--- config.mk ---
export PLATFORM = sky130hd
export DESIGN_NAME = calc_operand_sequencer
export DESIGN_NICKNAME = d
export VERILOG_FILES = /design/src/rtl/calc_pkg.sv /design/src/rtl/btn_debounce.sv /design/src/rtl/calc_operand_sequencer.sv
export SDC_FILE = /design/constraint.sdc
export NUM_CORES = 1
export LEC_CHECK = 0
export ABC_CLOCK_PERIOD_IN_PS = 4270
export CAP_MARGIN = 20
export CORE_MARGIN = 4
export CORE_UTILIZATION = 50
export DETAILED_ROUTE_END_ITERATION = 10
export PLACE_DENSITY = 0.93
export SETUP_SLACK_MARGIN = 0.15
export SYNTH_ARGS = -nofsm -noshare
export SYNTH_HDL_FRONTEND = slang
export SYNTH_SLANG_ARGS = --single-unit
--- constraint.sdc ---
create_clock -name clk -period 4.27 [get_ports clk]
set_input_delay 0.854 -clock clk [delete_from_list [all_inputs] [get_ports clk]]
set_output_delay 0.854 -clock clk [all_outputs]
set_load 0.01 [all_outputs]
--- src/rtl/calc_pkg.sv ---
// Shared definitions for the calculator front end: opcodes, sequencer
// states (their encoding is also the LED stage value) and flag bit positions.
package calc_pkg;

    // Default operand/result width of the calculator core.
    localparam int CALC_W = 16;

    // Width of the core's exception flag vector.
    localparam int FLAG_W = 6;

    // Opcode values as entered on switches[1:0].
    localparam logic [1:0] OP_ADD = 2'd0;
    localparam logic [1:0] OP_SUB = 2'd1;
    localparam logic [1:0] OP_MUL = 2'd2;
    localparam logic [1:0] OP_DIV = 2'd3;

    // Bit positions inside calc_flags / result_flags.
    localparam int FLAG_INVALID   = 5;
    localparam int FLAG_EXCEPTION = 4;
    localparam int FLAG_INEXACT   = 3;
    localparam int FLAG_OVERFLOW  = 2;
    localparam int FLAG_UNDERFLOW = 1;
    localparam int FLAG_SIGN      = 0;

    // Sequencer states; the numeric value is shown on the stage LEDs.
    typedef enum logic [2:0] {
        S_A     = 3'd0,
        S_B     = 3'd1,
        S_OP    = 3'd2,
        S_ISSUE = 3'd3,
        S_WAIT  = 3'd4,
        S_DONE  = 3'd5
    } state_t;

endpackage

--- src/rtl/btn_debounce.sv ---
// Push-button conditioner: two-flop synchroniser, stability counter that
// only accepts a level change after DEBOUNCE_CYCLES consecutive differing
// samples, and a one-cycle pulse on the accepted rising edge.
module btn_debounce #(
    parameter int DEBOUNCE_CYCLES = 16
) (
    input  logic i_clk,
    input  logic i_rst_n,
    input  logic i_btn,
    output logic o_press
);

    localparam int CNT_W = (DEBOUNCE_CYCLES > 1) ? $clog2(DEBOUNCE_CYCLES) : 1;
    localparam logic [CNT_W-1:0] CNT_LAST = CNT_W'(DEBOUNCE_CYCLES - 1);

    logic             r_sync1;
    logic             r_sync2;
    logic             r_level;
    logic [CNT_W-1:0] r_cnt;
    logic             r_press;

    // Bring the raw button into the clock domain.
    always_ff @(posedge i_clk or negedge i_rst_n) begin
        if (!i_rst_n) begin
            r_sync1 <= 1'b0;
            r_sync2 <= 1'b0;
        end else begin
            r_sync1 <= i_btn;
            r_sync2 <= r_sync1;
        end
    end

    // Accept a new level only after it has been stable long enough; the
    // press pulse is registered together with the accepted rising edge.
    always_ff @(posedge i_clk or negedge i_rst_n) begin
        if (!i_rst_n) begin
            r_level <= 1'b0;
            r_cnt   <= '0;
            r_press <= 1'b0;
        end else begin
            r_press <= 1'b0;
            if (r_sync2 == r_level) begin
                r_cnt <= '0;
            end else if (r_cnt == CNT_LAST) begin
                r_level <= r_sync2;
                r_cnt   <= '0;
                r_press <= r_sync2;
            end else begin
                r_cnt <= r_cnt + 1'b1;
            end
        end
    end

    assign o_press = r_press;

endmodule

--- src/rtl/calc_operand_sequencer.sv ---
// Board front end for the calculator core: collects A, B and opcode over
// three button presses, issues one start pulse, waits (bounded) for the
// core's ready and holds the outcome on the LEDs until acknowledged.
module calc_operand_sequencer
    import calc_pkg::*;
#(
    parameter int W               = CALC_W,
    parameter int DEBOUNCE_CYCLES = 16,
    parameter int TIMEOUT_CYCLES  = 1024
) (
    input  logic              clk,
    input  logic              rst,
    input  logic              btn_enter,
    input  logic [W-1:0]      switches,
    output logic [W-1:0]      op_a,
    output logic [W-1:0]      op_b,
    output logic [1:0]        opcode,
    output logic              start,
    input  logic              calc_ready,
    input  logic [W-1:0]      calc_result,
    input  logic [FLAG_W-1:0] calc_flags,
    output logic [W-1:0]      result,
    output logic [FLAG_W-1:0] result_flags,
    output logic              done,
    output logic              timeout,
    output logic              bad_op,
    output logic [2:0]        stage
);

    localparam int TMR_W = (TIMEOUT_CYCLES > 1) ? $clog2(TIMEOUT_CYCLES) : 1;
    localparam logic [TMR_W-1:0] TMR_LAST = TMR_W'(TIMEOUT_CYCLES - 1);

    state_t            r_state;
    logic [W-1:0]      r_op_a;
    logic [W-1:0]      r_op_b;
    logic [1:0]        r_opcode;
    logic              r_start;
    logic [W-1:0]      r_result;
    logic [FLAG_W-1:0] r_result_flags;
    logic              r_done;
    logic              r_timeout;
    logic              r_bad_op;
    logic [TMR_W-1:0]  r_timer;

    logic              w_press;
    logic              w_op_in_range;

    btn_debounce #(
        .DEBOUNCE_CYCLES(DEBOUNCE_CYCLES)
    ) u_enter_debounce (
        .i_clk   (clk),
        .i_rst_n (rst),
        .i_btn   (btn_enter),
        .o_press (w_press)
    );

    // Only the four defined opcodes may be entered; any high switch is an error.
    assign w_op_in_range = (switches[W-1:2] == '0);

    // Operation sequencer; every output is registered here.
    always_ff @(posedge clk or negedge rst) begin
        if (!rst) begin
            r_state        <= S_A;
            r_op_a         <= '0;
            r_op_b         <= '0;
            r_opcode       <= OP_ADD;
            r_start        <= 1'b0;
            r_result       <= '0;
            r_result_flags <= '0;
            r_done         <= 1'b0;
            r_timeout      <= 1'b0;
            r_bad_op       <= 1'b0;
            r_timer        <= '0;
        end else begin
            // start is raised only on entry to S_ISSUE, so it lasts one cycle.
            r_start <= 1'b0;
            case (r_state)
                S_A: begin
                    if (w_press) begin
                        r_op_a  <= switches;
                        r_state <= S_B;
                    end
                end
                S_B: begin
                    if (w_press) begin
                        r_op_b  <= switches;
                        r_state <= S_OP;
                    end
                end
                S_OP: begin
                    if (w_press) begin
                        if (w_op_in_range) begin
                            r_opcode <= switches[1:0];
                            r_start  <= 1'b1;
                            r_state  <= S_ISSUE;
                        end else begin
                            r_bad_op <= 1'b1;
                            r_done   <= 1'b1;
                            r_state  <= S_DONE;
                        end
                    end
                end
                S_ISSUE: begin
                    // A ready seen while start is still on the wire is stale.
                    r_timer <= '0;
                    r_state <= S_WAIT;
                end
                S_WAIT: begin
                    // Ready has priority over expiry in the same cycle.
                    if (calc_ready) begin
                        r_result       <= calc_result;
                        r_result_flags <= calc_flags;
                        r_done         <= 1'b1;
                        r_state        <= S_DONE;
                    end else if (r_timer == TMR_LAST) begin
                        r_timeout <= 1'b1;
                        r_done    <= 1'b1;
                        r_state   <= S_DONE;
                    end else begin
                        r_timer <= r_timer + 1'b1;
                    end
                end
                S_DONE: begin
                    // Result and operands stay visible; only status clears.
                    if (w_press) begin
                        r_done    <= 1'b0;
                        r_timeout <= 1'b0;
                        r_bad_op  <= 1'b0;
                        r_state   <= S_A;
                    end
                end
                default: begin
                    r_state <= S_A;
                end
            endcase
        end
    end

    assign op_a         = r_op_a;
    assign op_b         = r_op_b;
    assign opcode       = r_opcode;
    assign start        = r_start;
    assign result       = r_result;
    assign result_flags = r_result_flags;
    assign done         = r_done;
    assign timeout      = r_timeout;
    assign bad_op       = r_bad_op;
    assign stage        = r_state;

endmodule

==> results.sh <==
export IMPL_status="completed"
export IMPL_dp_hpwl_mm=5.45
export IMPL_grt_util_met2_pct=30.9
export IMPL_avgViaCountPerCell=5.56
export IMPL_rsz0062_at_grt="false"
export IMPL_final_cell_mix="103 x clkdlybuf4s50_1, 81 x dfrtp_1, 57 x mux2_2"
export IMPL_core_sq_um=6390
export IMPL_grt_max_degree=82
export IMPL_async_reset_ff_share_pct=100
export IMPL_synthAdderAreaFrac_pct=0.756
export IMPL_synth_edf_count=0
export IMPL_critPathTopFamily="simple AND/OR/NAND/NOR gates"
export IMPL_critPathArrivalTime_ns=2.67
export IMPL_finalSetupViolCount=0
export IMPL_final_common_cell="clkdlybuf4s50_1"
export IMPL_ys_types=47
export IMPL_postRouteWirelength_mm=7.61
export IMPL_fin_nets=396
export IMPL_drive_gt1_share_pct=22.1
export IMPL_yosys_area_top_type="dfrtp_1"
export IMPL_cpMaxStageDelayCell="and2_1"
export IMPL_switching_share_pct=21.3
export IMPL_ant_nets=0
export IMPL_cellLeakagePower_nw=2.13
export IMPL_grt_pass1_wl_mm=12.0
export IMPL_crit_path_start_kind="register"
export IMPL_io_buffers=104
export IMPL_die_w_um=89.4
export IMPL_maxSlewHeadroom_pct=34.9
export IMPL_finalCriticalPeriod_ns=2.44
export IMPL_synth_xor_area_share_pct=0.529
export IMPL_syn_mean_instance_area_sq_um=13.7
export IMPL_antenna_found_initial=0
export IMPL_die_y_um=89.4
export IMPL_cts_setup_buffers=0
export IMPL_syn_area_sq_um=3310
export IMPL_synthFlopType="dfrtp_1"
export IMPL_rows=29
export IMPL_setup_tns_final_ns=0
export IMPL_finClkSkew_ns=0.0100
export IMPL_synth_seq_cells=81
export IMPL_endpoint_kind="register"
export IMPL_worstSetupPathType="reg -> reg"
export IMPL_cp_max_fo=22
export IMPL_synth_top_area_share_pct=61.2
export IMPL_final_core_util_pct=73.1
export IMPL_syn_to_final_growth_pct=40.9
export IMPL_numCtsBuffers=9
export IMPL_placement_cell_area_sq_um=4420
export IMPL_root_buffer="clkbuf_8"
export IMPL_holdWs_ns=0.354
export IMPL_tightest_slew_ns=0.976
export IMPL_drv_slew=0
export IMPL_dr_first_iter_drc_count=95
export IMPL_ios=105
export IMPL_maxCapViolations=0
export IMPL_power_switching_mw=0.313
export IMPL_timing_fmax_ghz=0.410
export IMPL_cts_sinks=81
export IMPL_gr_usage_met1_pct=25.4
export IMPL_grt_usage_pct=20.0
export IMPL_synth_nets=286
export IMPL_ys_seq_area_share_pct=61.2
export IMPL_grt_busiest_layer="met2"
export IMPL_cts_hold_buf=0
export IMPL_powerDensity_nw_per_um2=316
export IMPL_wire_per_inst_um=17.5
export IMPL_hold_viol_final=0
export IMPL_min_period_over_period_pct=57.1
export IMPL_critPathBufInv=0
export IMPL_die_area_sq_um=7990
export IMPL_drt_pass1_iter_count=4
export IMPL_combPwrFrac_pct=4.5
export IMPL_p_clk_share_pct=43.0
export IMPL_slowest_delay_ns=0.84
export IMPL_overflow=0
export IMPL_design_area_sq_um=4670
export IMPL_cts_tree="yes"
export IMPL_grt_use_met3_pct=8.66
export IMPL_htree_levels=3
export IMPL_clkLatencyLatePin_ns=0.35
export IMPL_start_util_pct=51.9
export IMPL_p_int_mw=1.16
export IMPL_gp_congestion=0.837
export IMPL_diodes=0
export IMPL_yosys_area_share_simple_pct=9.97
export IMPL_vias=2415
export IMPL_synth_area_leaders="dfrtp_1 61%, mux2_2 19%, a21oi_1 1.1%"
export IMPL_pwr_share_seq_pct=52.5
export IMPL_ir_worst_vdd_mv=0.220
export IMPL_hold_class="reg -> reg"
export IMPL_clk_pin_slew_ns=0.08
export IMPL_grt_pass1_vias=2455
export IMPL_synthCells=242
export IMPL_crit_chain="nand2b_1, nor2_1, and2_1, mux2_2"
export IMPL_yosys_warnings=0
export IMPL_crit_required_ns=4.50
export IMPL_drc_errors=0
export IMPL_synth_area_mux_share_pct=19.7
export IMPL_synth_compound_area_share_pct=5.97
export IMPL_cts_path_max_buffers=2
export IMPL_fin_total_pwr_mw=1.47
export IMPL_synth_top_family_by_area="multiplexers"
export IMPL_cts_resized=0
through the flow:
stage,cells,worst slack (ns)
floorplan,242,2.07
global placement,417,1.58
detailed placement,417,1.54
CTS,433,1.83
global route,434,1.68
finish,434,1.83
Yosys cell counts, drive strengths merged (2+ instances only):
| cell | instances |
|---|---|
| o31ai | 2 |
| ha | 2 |
| nor4 | 4 |
| nand2b | 4 |
| mux2 | 57 |
| or3b | 2 |
| xnor2 | 2 |
| a31oi | 3 |
| nor3 | 3 |
| nand4b | 2 |
| nand4 | 5 |
| nor2b | 2 |
| inv | 5 |
| dfrtp | 81 |
| nand2 | 9 |
| nor3b | 3 |
| buf | 7 |
| o21ai | 7 |
| a21oi | 7 |
| and3 | 4 |
| nor2 | 6 |
| nand3 | 5 |
power groups by stage:
stage	registers, mW	logic [mW]	clock network (mW)
after floorplan	0.789	0.00659	0
after global placement	0.789	0.0629	0
after detailed placement	0.789	0.0643	0
after CTS	0.774	0.0647	0.651
after global routing	0.775	0.0715	0.682
final	0.774	0.0656	0.633
metal layers:
metal	vias to the layer above	routed length, um
met5	-	0
met4	0	84
met3	8	841
met2	105	3750
met1	1191	2930
li1	1111	-
area by class of cell:
cell class / instances / area (sq um)
inverter: 5 / 18.8
clock buffer: 11 / 141
clock inverter: 5 / 87.6
multi-input combinational: 148 / 1220
timing repair buffer: 107 / 1070
tap: 77 / 96.3
sequential: 81 / 2030
fill: 423 / 1720
cell families (layout without fill, tap and decap cells):
group                      Yosys count  count (layout)
and+or+nand+nor                     56              56
DFF                                 81              81
xor gates and xnor gates             2               2
buffers and inverters               13             128
muxes                               58              58
AOI/OAI and AO/OA                   30              30
adders and majority gates            2               2
sequential cells by signal, indices dropped and copies added (netlist names), 2 cells and up:
| name | flops |
|---|---|
| u_enter_debounce.r_cnt | 4 |
| stage | 3 |
| result | 16 |
| opcode | 2 |
| op_a | 16 |
| op_b | 16 |
| result_flags | 6 |
| r_timer | 10 |
worst paths after layout:
kind	depth (start not counted)	slack (ns)	from	end
setup / recovery	4	1.83	stage[1]$_DFFE_PN0P_	result[14]$_DFFE_PN0P_
hold / removal	0	0.35	u_enter_debounce.r_sync1$_DFF_PN0_	u_enter_debounce.r_sync2$_DFF_PN0_
setup reg to reg	4	1.83	stage[1]$_DFFE_PN0P_	result[14]$_DFFE_PN0P_
hold reg to reg	0	0.35	u_enter_debounce.r_sync1$_DFF_PN0_	u_enter_debounce.r_sync2$_DFF_PN0_
max in group asynchronous	2	3.21	rst	r_timer[4]$_DFFE_PN0P_
min in group asynchronous	1	0.47	rst	u_enter_debounce.r_cnt[2]$_DFF_PN0_
No activity file was read; power rests on OpenSTA's default activity.
